**src/rtl/pc_sequencer.sv**
```systemverilog
// Program-counter sequencer with a small return-address stack.
// A run starts at address 0 on req, steps/jumps/calls/returns while in RUN,
// and ends when the PC reaches DONE_ADDR or the stack over/underflows.
module pc_sequencer #(
  parameter int D         = 12,
  parameter int S         = 4,
  parameter int DONE_ADDR = 128
) (
  input  logic                   clk,
  input  logic                   reset,
  input  logic                   req,
  input  logic                   stall,
  input  logic                   reljump_en,
  input  logic                   absjump_en,
  input  logic                   call_en,
  input  logic                   ret_en,
  input  logic [D-1:0]           target,
  output logic [D-1:0]           prog_ctr,
  output logic                   running,
  output logic                   done,
  output logic                   stk_err,
  output logic [$clog2(S+1)-1:0] stk_depth
);

  localparam int DW = $clog2(S + 1);
  localparam int AW = (S > 1) ? $clog2(S) : 1;
  localparam logic [D-1:0]  PC_ONE    = D'(1);
  localparam logic [D-1:0]  PC_DONE   = D'(DONE_ADDR);
  localparam logic [DW-1:0] DEPTH_MAX = DW'(S);
  localparam logic [DW-1:0] DEPTH_ONE = DW'(1);
  localparam logic [AW-1:0] IDX_ONE   = AW'(1);

  typedef enum logic [1:0] {ST_IDLE, ST_RUN, ST_DONE} state_t;

  state_t         r_state;
  logic [D-1:0]   r_pc;
  logic [DW-1:0]  r_depth;
  logic           r_err;
  logic           r_running;
  logic           r_done;
  logic [D-1:0]   r_stack [S];

  logic [D-1:0]   w_pc_inc;
  logic [D-1:0]   w_pc_rel;
  logic           w_at_done;
  logic           w_full;
  logic           w_empty;
  logic [AW-1:0]  w_push_idx;
  logic [AW-1:0]  w_pop_idx;
  logic           w_do_push;

  // Address arithmetic wraps naturally in D bits.
  assign w_pc_inc   = r_pc + PC_ONE;
  assign w_pc_rel   = r_pc + target;
  assign w_at_done  = (r_pc == PC_DONE);
  assign w_full     = (r_depth == DEPTH_MAX);
  assign w_empty    = (r_depth == '0);
  // Pop index is derived from the push index so a full stack (depth == S,
  // which truncates to a wrapped push index) still addresses the top entry.
  assign w_push_idx = r_depth[AW-1:0];
  assign w_pop_idx  = w_push_idx - IDX_ONE;
  assign w_do_push  = (r_state == ST_RUN) && !w_at_done && !stall &&
                      !ret_en && call_en && !w_full;

  // Sequencer FSM: state, PC, stack pointer, error flag and status outputs.
  // NOTE: every assignment in a clocked block is non-blocking so all flops
  // sample the pre-edge values regardless of statement order.
  always_ff @(posedge clk or negedge reset) begin
    if (!reset) begin
      r_state   <= ST_IDLE;
      r_pc      <= '0;
      r_depth   <= '0;
      r_err     <= 1'b0;
      r_running <= 1'b0;
      r_done    <= 1'b0;
    end else begin
      case (r_state)
        ST_IDLE: begin
          r_pc    <= '0;
          r_depth <= '0;
          r_err   <= 1'b0;
          if (req) begin
            r_state   <= ST_RUN;
            r_running <= 1'b1;
          end
        end
        ST_RUN: begin
          if (w_at_done) begin
            r_state   <= ST_DONE;
            r_running <= 1'b0;
            r_done    <= 1'b1;
          end else if (!stall) begin
            if (ret_en) begin
              if (w_empty) begin
                r_err     <= 1'b1;
                r_state   <= ST_DONE;
                r_running <= 1'b0;
                r_done    <= 1'b1;
              end else begin
                r_pc    <= r_stack[w_pop_idx];
                r_depth <= r_depth - DEPTH_ONE;
              end
            end else if (call_en) begin
              if (w_full) begin
                r_err     <= 1'b1;
                r_state   <= ST_DONE;
                r_running <= 1'b0;
                r_done    <= 1'b1;
              end else begin
                r_pc    <= target;
                r_depth <= r_depth + DEPTH_ONE;
              end
            end else if (absjump_en) begin
              r_pc <= target;
            end else if (reljump_en) begin
              r_pc <= w_pc_rel;
            end else begin
              r_pc <= w_pc_inc;
            end
          end
        end
        ST_DONE: begin
          if (!req) begin
            r_state <= ST_IDLE;
            r_done  <= 1'b0;
            r_pc    <= '0;
            r_depth <= '0;
            r_err   <= 1'b0;
          end
        end
        default: begin
          r_state   <= ST_IDLE;
          r_pc      <= '0;
          r_depth   <= '0;
          r_err     <= 1'b0;
          r_running <= 1'b0;
          r_done    <= 1'b0;
        end
      endcase
    end
  end

  // Return-address storage; written only on an accepted call.
  // NOTE: the stack array has no reset -- entries above the depth pointer are
  // never read, so clearing them would only add reset fan-out.
  always_ff @(posedge clk) begin
    if (w_do_push) begin
      r_stack[w_push_idx] <= w_pc_inc;
    end
  end

  assign prog_ctr  = r_pc;
  assign running   = r_running;
  assign done      = r_done;
  assign stk_err   = r_err;
  assign stk_depth = r_depth;

endmodule
```
**config.mk**
```make
export PLATFORM = sky130hd
export DESIGN_NAME = pc_sequencer
export DESIGN_NICKNAME = d
export VERILOG_FILES = /design/src/rtl/pc_sequencer.sv
export SDC_FILE = /design/constraint.sdc
export NUM_CORES = 1
export LEC_CHECK = 0
export ABC_AREA = 0
export CAP_MARGIN = 10
export CORE_ASPECT_RATIO = 0.6
export CORE_MARGIN = 2
export CORE_UTILIZATION = 50
export DETAILED_ROUTE_END_ITERATION = 7
export HOLD_SLACK_MARGIN = 0.05
export PLACE_DENSITY = 0.78
export SYNTH_ARGS = -nofsm -noshare
export SYNTH_HDL_FRONTEND = slang
export SYNTH_SLANG_ARGS = --single-unit
```
**constraint.sdc**
```tcl
create_clock -name clk -period 2.7 [get_ports clk]
set_input_delay 0.27 -clock clk [delete_from_list [all_inputs] [get_ports clk]]
set_output_delay 0.27 -clock clk [all_outputs]
set_load 0.05 [all_outputs]
```
==> qor.csv <==
metric;value;unit
Worst Path Max Fanout;12;
Top delay family on crit path;simple AND/OR/NAND/NOR gates;
maximum clock rate;397.1;MHz
worst slack, placed;-0.1079;ns
CTS Buf Count;9;
Crit-path slowest cell;or4_1;
EDFF count, synth;48;
Die Ht;71.35;um
Initial Util;0.5180;
synth unique cells;59;
Worst path max stage delay;0.58;ns
die width;116.2;um
Clock Path Buffers;2;
Clock Skews;0.005135;ns
most frequent cells in the layout;48 x edfxtp_1, 37 x clkdlybuf4s50_1, 24 x nand2_1, 24 x buf_4, 21 x nor2_1;
PnR worst setup slack;0.1816;ns
drt wl/cell;20.56;um
ANT cells;0;
vias in the first global route;2706;
# hold bufs at CTS;0;
min Tclk post-route;2.518;ns
Synth Area per Inst;12.27;um2
CP Buf/Inv Count;0;
Final Power;4591;uW
top_reg_cell synth;edfxtp_1;
Crit Path Class;flip-flop to flip-flop;
Pins Over Slew Limit;0;
Critical Path, Cell by Cell;or4_1 -> nor4_1 -> nand4_1 -> and3_2 -> and2_1;
Gate Count Post-Synth;308;
CTS tree;done;
total track usage;0.2553;
First DRT Iteration DRCs;275;
Filler Cells Inserted;592;
status;finished clean;
YS warnings;0;
final setup violation count;0;
period utilization;0.9327;
Worst R2R Setup Slack;0.18;ns
io pins;38;
Max-Slew Margin vs Limit;0.4922;
GPL Wtd Cong;0.9603;
Synth Net Count;347;
die area;8294;um2
Worst Reg-to-Reg Cells;5;
critical path launch point type;flip-flop;
clk sinks;68;
nets;407;
Max Cap Violations;0;
Crit. End Element;flip-flop;
pin count of the biggest net entering global routing;26;
Area Overhead vs Synth;23.24;%
RR Endpoint;r_stack[0][6]$_DFFE_PP_;
WL final;9.807;mm
via-per-instance ratio;6.002;
initial antenna violation count;0;
share of cells above drive strength 1;0.1635;
power density over cell area;985.5;nW/um2
GR Overflow Total;0;
clock transition at the registers of the reported paths;0.05;ns
flops & latches, synth;68;
async set or reset register ratio after synthesis;0.2941;
routed vias;2863;
Final ANT Viol Nets;0;
CTS H-Tree Depth;3;
Worst R2R Start;prog_ctr[8]$_DFFE_PN0P_;
DR pass1 iterations;5;
post-synthesis sequential area ratio;0.5137;
mapped cell area;3780;um2
Least-Margin Pin Slew;0.7618;ns
RSZ-0062 raised after global routing;false;
worst skew pair latency;0.34;ns
CP arrival;2.50;ns
maximum vdd drop;0.4536;mV
Setup TNS Final;0;ns
root buffer cell;clkbuf_16;
dpl hpwl;6.815;mm
Fin. Hold Viols;0;
min-delay worst type;input port to async pin;
row count;24;
# DRC;0;
IO buf count;37;
most common cell after layout, fill and taps aside;edfxtp_1;
required time of the worst setup path;2.68;ns
global-route wire length before repair;15.10;mm
core box area;7297;um2
Leak Pwr;0.001771;uW
-- sequential cells by signal, indices dropped and copies added, names as in the netlist --
register	flops
r_stack	48
r_state	2
done	1
running	1
stk_depth	3
stk_err	1
prog_ctr	12
-- Yosys cell counts, types with 3 or more instances --
library cell / n / area share
a211oi_1: 9 / 0.018
a21o_1: 4 / 0.0079
a21oi_1: 17 / 0.023
a32oi_1: 6 / 0.014
and2_1: 5 / 0.0083
clkbuf_1: 4 / 0.0040
clkbuf_8: 4 / 0.015
dfrtp_1: 20 / 0.13
edfxtp_1: 48 / 0.38
ha_1: 17 / 0.056
inv_1: 7 / 0.0070
mux2i_1: 3 / 0.0079
mux4_2: 12 / 0.071
nand2_1: 24 / 0.024
nand3_1: 9 / 0.012
nand4_1: 4 / 0.0066
nor2_1: 21 / 0.021
nor2b_1: 3 / 0.0050
nor3_1: 6 / 0.0079
o21a_1: 3 / 0.0060
o21ai_0: 12 / 0.016
o21ai_1: 4 / 0.0053
o31ai_1: 6 / 0.012
xnor2_1: 13 / 0.030
xor2_1: 5 / 0.012
-- power by group --
part           total (uW)  internal [uW]  switching, uW
Combinational        2020            802           1220
Clock                1130            709            424
Sequential           1430           1310            122
Total                4590           2820           1770
-- kinds of logic after synthesis --
family,after synthesis,share of synthesized area
simple gates,88,0.1178
compound gates,81,0.1476
flops,68,0.5137
buf+inv,19,0.03277
fa+ha+maj,19,0.06686
xor+xnor,18,0.04171
mux,15,0.07944
-- worst max-delay path by stage --
| stage | from | end | slack (ns) | cells past startpoint |
|---|---|---|---|---|
| after floorplan | prog_ctr[4]$_DFFE_PN0P_ | prog_ctr[11]$_DFFE_PN0P_ | 0.06 | 8 |
| after global placement | target[0] | prog_ctr[8]$_DFFE_PN0P_ | -0.11 | 10 |
| after detailed placement | target[0] | prog_ctr[8]$_DFFE_PN0P_ | -0.11 | 10 |
| after CTS | prog_ctr[8]$_DFFE_PN0P_ | r_stack[2][4]$_DFFE_PP_ | 0.15 | 5 |
| after global routing | prog_ctr[8]$_DFFE_PN0P_ | r_stack[0][3]$_DFFE_PP_ | 0.008 | 5 |
| final | prog_ctr[8]$_DFFE_PN0P_ | r_stack[0][6]$_DFFE_PP_ | 0.18 | 5 |
-- metrics by stage --
stage,utilization,hold WS [ns],instances,cell area (um2)
after floorplan,-,-0.02559,308,3781
after global placement,0.5960,0.5014,459,4349
after detailed placement,0.5960,0.5102,459,4349
after CTS,0.6351,0.2943,475,4634
after global routing,0.6384,0.3195,477,4658
final,0.6384,0.2895,477,4658
-- layer usage --
metal	vias to the layer above	global-route usage	wire length, um
li1	1311	-	-
met1	1413	0.3982	4852
met2	126	0.3495	4073
met3	13	0.06599	752
met4	0	0.07804	129
met5	-	0	0
-- final cells by class --
type / instances / area, um2 / share of cell area
Clock buffer: 11 / 232.7 / 0.04996
Clock inverter: 5 / 52.55 / 0.01128
Inverter: 7 / 26.28 / 0.005641
Multi-Input combinational cell: 221 / 1723 / 0.3699
Sequential cell: 68 / 1943 / 0.4171
Tap cell: 104 / 130.1 / 0.02793
Timing Repair Buffer: 61 / 550.5 / 0.1182
-- what timing repair did --
item,CTS,global route
gates resized for setup,0,3
setup endpoints to repair,0,23
setup buffers,0,2
(Power assumes the default switching activity.)
==> edit 1, RTL diff (config.mk and constraints unchanged) <==
The parameter `S` goes from 4 to 8.
--- a/src/rtl/pc_sequencer.sv
+++ b/src/rtl/pc_sequencer.sv
@@ -3,7 +3,7 @@
 // and ends when the PC reaches DONE_ADDR or the stack over/underflows.
 module pc_sequencer #(
   parameter int D         = 12,
-  parameter int S         = 4,
+  parameter int S         = 8,
   parameter int DONE_ADDR = 128
 ) (
   input  logic                   clk,
Interface: changed (resized stk_depth); port bits go from 38 to 39. No check against the original RTL was run, so the function may have changed too.
==> edit 1 against the original RTL <==
  * Non-clock buffer count up 19
  * Critical path type unchanged
  * Area after synthesis up 52%
  * Setup slack worse by 84 ps
  * Via count up 39%
  * Cell area up 56%
  * Sequential share of layout area up 5.2 points
  * Routed wire length up 49%
  * Sequential cell count up 49
  * First-iteration DRC count up 54%
  * Combinational power up 63%
  * Power up 77%
==> edit 1: results <==
group,metric,value,unit
synthesis,ys_top_cells_by_area,"edfxtp_1 (50%), mux4_2 (9.4%), dfrtp_1 (9.2%), ha_1 (3.7%), mux2i_1 (2.6%)",
grt,track_usage,25.2,%
detailed_routing,wl_met1,6260,µm
grt,grt_pass1_vias,3925,
grt,grt_max_degree,28,
finish,drive_gt1_share,24.1,%
grt,antenna_found_initial,0,
detailed_routing,drt_pass1_iterations,5,
synthesis,async_flop_share,17.9,%
clocking,clockBufferDepth,2,
worst_setup_path,worst-r2r-cell-count,7,
grt,grt_pass1_wl,22500,µm
grt,grt_use_met1,35.6,%
detailed_routing,wl_met2,6660,µm
hold_path,min_path_type,"primary input to asynchronous set/reset pin",
pwr,p_sw,2.88,mW
worst_setup_path,startpoint,"stk_depth[1]$_DFFE_PN0P_",
detailed_routing,drtIter0Drc,424,
detailed_routing,topRoutingLayerUsed,"met4",
pwr,leakagePower,2.73,nW
worst_setup_path,slowest_delay,710,ps
worst_setup_path,arrival,2640,ps
detailed_routing,met3_wirelength,1500,µm
detailed_routing,via_count,3980,
place,place.gp.congestion,0.900,
synthesis,synth_edf_count,96,
synthesis,yosys.area_share.adder,4.40,%
finish,num-nets-final,532,
synthesis,seq_area_frac_synth,59.3,%
place,place_ws,-138,ps
clocking,cts_buffers,17,
worst_setup_path,crit_path_top_delay_cell,"nor2_2",
synthesis,synth-compound-area-share,9.67,%
finish,num_antenna_cells,0,
clocking,clk_pin_slew,50,ps
pwr,seq_power_share,29.0,%
synthesis,synth_common_cells,"edfxtp_1 (96), nor2_1 (31), mux4_2 (24), nand2_1 (24), dfrtp_1 (21)",
sta,relSlewSlack,44.7,%
sta,fin_crit,2600,ps
grt,gr-usage-met3,9.51,%
synthesis,yosysWarnings,0,
worst_setup_path,endpoint,"r_stack[4][10]$_DFFE_PP_",
pwr,comb_power_share,40.6,%
synthesis,synth.distinct_cells,54,
finish,largest_register_ffs,96,
clocking,htreeDepth,4,
place,dp_hpwl,9850,µm
place,port_buffers,38,
clocking,cts_resized,0,
synthesis,synthMuxAreaShare,12.2,%
sta,finClkSkew,7.23,ps
grt,met2_usage,37.2,%
place,place_area,6590,µm²
clocking,cts_root_buf,"clkbuf_16",
pwr,ir_drop,0.000652,V
status,status,"complete, no violations",
synthesis,syn_nets,451,
synthesis,synth_xor_area_share,3.05,%
detailed_routing,drt_wl_total,14600,µm
clocking,clock_latency,410,ps
[edit 1: area by class of cell]
cell class	count	area [µm²]
multi-input combinational	265	2270
clock inverter	10	169
fill	779	3990
clock buffer	22	494
timing repair buffer	80	708
tap	144	180
sequential	117	3410
inverter	12	45.0
[edit 1: worst reg2reg max path: stages (launching register included)]
cell,delay (ps)
dfrtp_2,360
inv_1,60
ha_1,180
nor2b_1,160
a21boi_0,290
and3_1,270
nand2_1,200
nor2_2,710
[edit 1: per-stage QoR]
| stage | util, % | cells | hold slack (ps) | total power [mW] | TNS, ps |
|---|---|---|---|---|---|
| floorplan | - | 412 | -25.6 | 4.52 | 0 |
| global placement | 58.5 | 617 | 483 | 5.47 | -41.8 |
| detailed placement | 58.5 | 617 | 510 | 5.57 | -211 |
| CTS | 64.4 | 649 | 216 | 8.07 | 0 |
| global route | 64.6 | 650 | 232 | 8.45 | -392 |
| finish | 64.6 | 650 | 220 | 8.12 | 0 |
==> edit 2, RTL diff (same settings) <==
Without the edit above. Encoding of `state_t`: now one-hot (3 bits for 3 states).
--- a/src/rtl/pc_sequencer.sv
+++ b/src/rtl/pc_sequencer.sv
@@ -30,7 +30,7 @@
   localparam logic [DW-1:0] DEPTH_ONE = DW'(1);
   localparam logic [AW-1:0] IDX_ONE   = AW'(1);
 
-  typedef enum logic [1:0] {ST_IDLE, ST_RUN, ST_DONE} state_t;
+  typedef enum logic [2:0] {ST_IDLE = 3'b001, ST_RUN = 3'b010, ST_DONE = 3'b100} state_t;
 
   state_t         r_state;
   logic [D-1:0]   r_pc;
Behaviour: same outputs for any inputs over 4 cycles, from zero or initial values and one cycle with reset low; so few cycles prove little.
==> edit 2 against the original RTL <==
  * Routed wire length increased by 4.4%
  * Clock skew up 2.0 ps
  * Fmax increased by 0.48%
  * Via count grew 7.0%
  * Area after synthesis is 3.9% higher
  * Non-clock buffer count did not move
  * Synthesized cell count grew 10%
  * Die area up 3.8%
  * First-iteration DRC count increased by 20%
  * Setup slack better by 12 ps
  * Sequential cell count up 1
  * Cell area rose by 3.6%
  * Final cell count rose by 5.9%
  * Critical path type unchanged
Power is not compared: it rests on default switching activity, and its combinational part moved more than twofold at a synthesized area within 25%.
==> edit 2: results <==
group,metric,value,unit
status,status,"complete, no violations",
detailed_routing,drt_wl_total,10200,µm
finish,inverters,12,
detailed_routing,via_count,3064,
synthesis,synth-compound-area-share,15.1,%
worst_setup_path,reg2reg_to,"r_stack[3][3]$_DFFE_PP_",
finish,drive_gt1_share,16.0,%
place,place.gp.congestion,1.00,
finish,clk_share,6.02,%
finish,nFillCells,600,
synthesis,ys_top_cells_by_area,"edfxtp_1 (37%), dfrtp_1 (13%), mux4_2 (5.7%), ha_1 (5.4%), nand2_1 (3.2%)",
worst_setup_path,worst-r2r-cell-count,7,
synthesis,async_flop_share,30.4,%
detailed_routing,drtIter0Drc,329,
synthesis,synthMuxAreaShare,7.45,%
synthesis,yosys.area_share.adder,6.43,%
synthesis,synth.distinct_cells,64,
worst_setup_path,r2r_start,"prog_ctr[0]$_DFFE_PN0P_",
finish,final_core_util,64.8,%
place,place_inst,490,
finish,fin_cells,505,
sta,tightest_slew,632,ps
floorplanning,coreArea,7450,µm²
sta,whs,298,ps
place,place_area,4530,µm²
place,dp_hpwl,7390,µm
grt,grt_max_degree,22,
synthesis,avgSynthCellArea,11.6,µm²
synthesis,syn_nets,378,
finish,num-nets-final,436,
finish,multi_input_area_share,37.9,%
worst_setup_path,arrival,2510,ps
==> edit 2: cell types whose count changed in the layout (fill, tap and decap cells not counted), sizes merged, moves of 6 or more <==
cell    change
a211oi      -6
a21oi       +7
nand2      +10
nor2        -6
xnor2       -6
==> edit 2: per-layer routing <==
metal / part of all wire (%) / global-route usage [%] / routed length, µm / vias up
met4: 1.5 / 6.61 / 155 / 0
met1: 46 / 35.7 / 4740 / 1482
li1: - / - / - / 1403
met2: 43 / 37.7 / 4430 / 163
met3: 8.9 / 8.67 / 913 / 16
met5: 0 / 0 / 0 / -
==> edit 2: worst max path at each step <==
stage	startpoint	end	slack (ps)
finish	prog_ctr[0]$_DFFE_PN0P_	r_stack[3][3]$_DFFE_PP_	190
global route	prog_ctr[0]$_DFFE_PN0P_	prog_ctr[10]$_DFFE_PN0P_	90
floorplan	stk_depth[0]$_DFFE_PN0P_	prog_ctr[6]$_DFFE_PN0P_	40
CTS	prog_ctr[0]$_DFFE_PN0P_	r_stack[3][11]$_DFFE_PP_	180
global placement	target[0]	prog_ctr[10]$_DFFE_PN0P_	120
detailed placement	target[0]	prog_ctr[10]$_DFFE_PN0P_	60
==> edit 2: power by group <==
part           internal (mW)  switching, mW  leakage, nW
Clock                  0.709          0.450        0.141
Sequential              1.21         0.0583        0.707
Combinational          0.318          0.496        0.998
Total                   2.23           1.00         1.85
==> edit 2: worst max-delay path, cell delays in order, from the launching register on <==
cell and delay [ps]:
dfrtp_1 380, inv_1 140, ha_1 190, or4bb_1 470
or3_4 430, nand2_1 110, nor2_1 80, and2_1 370
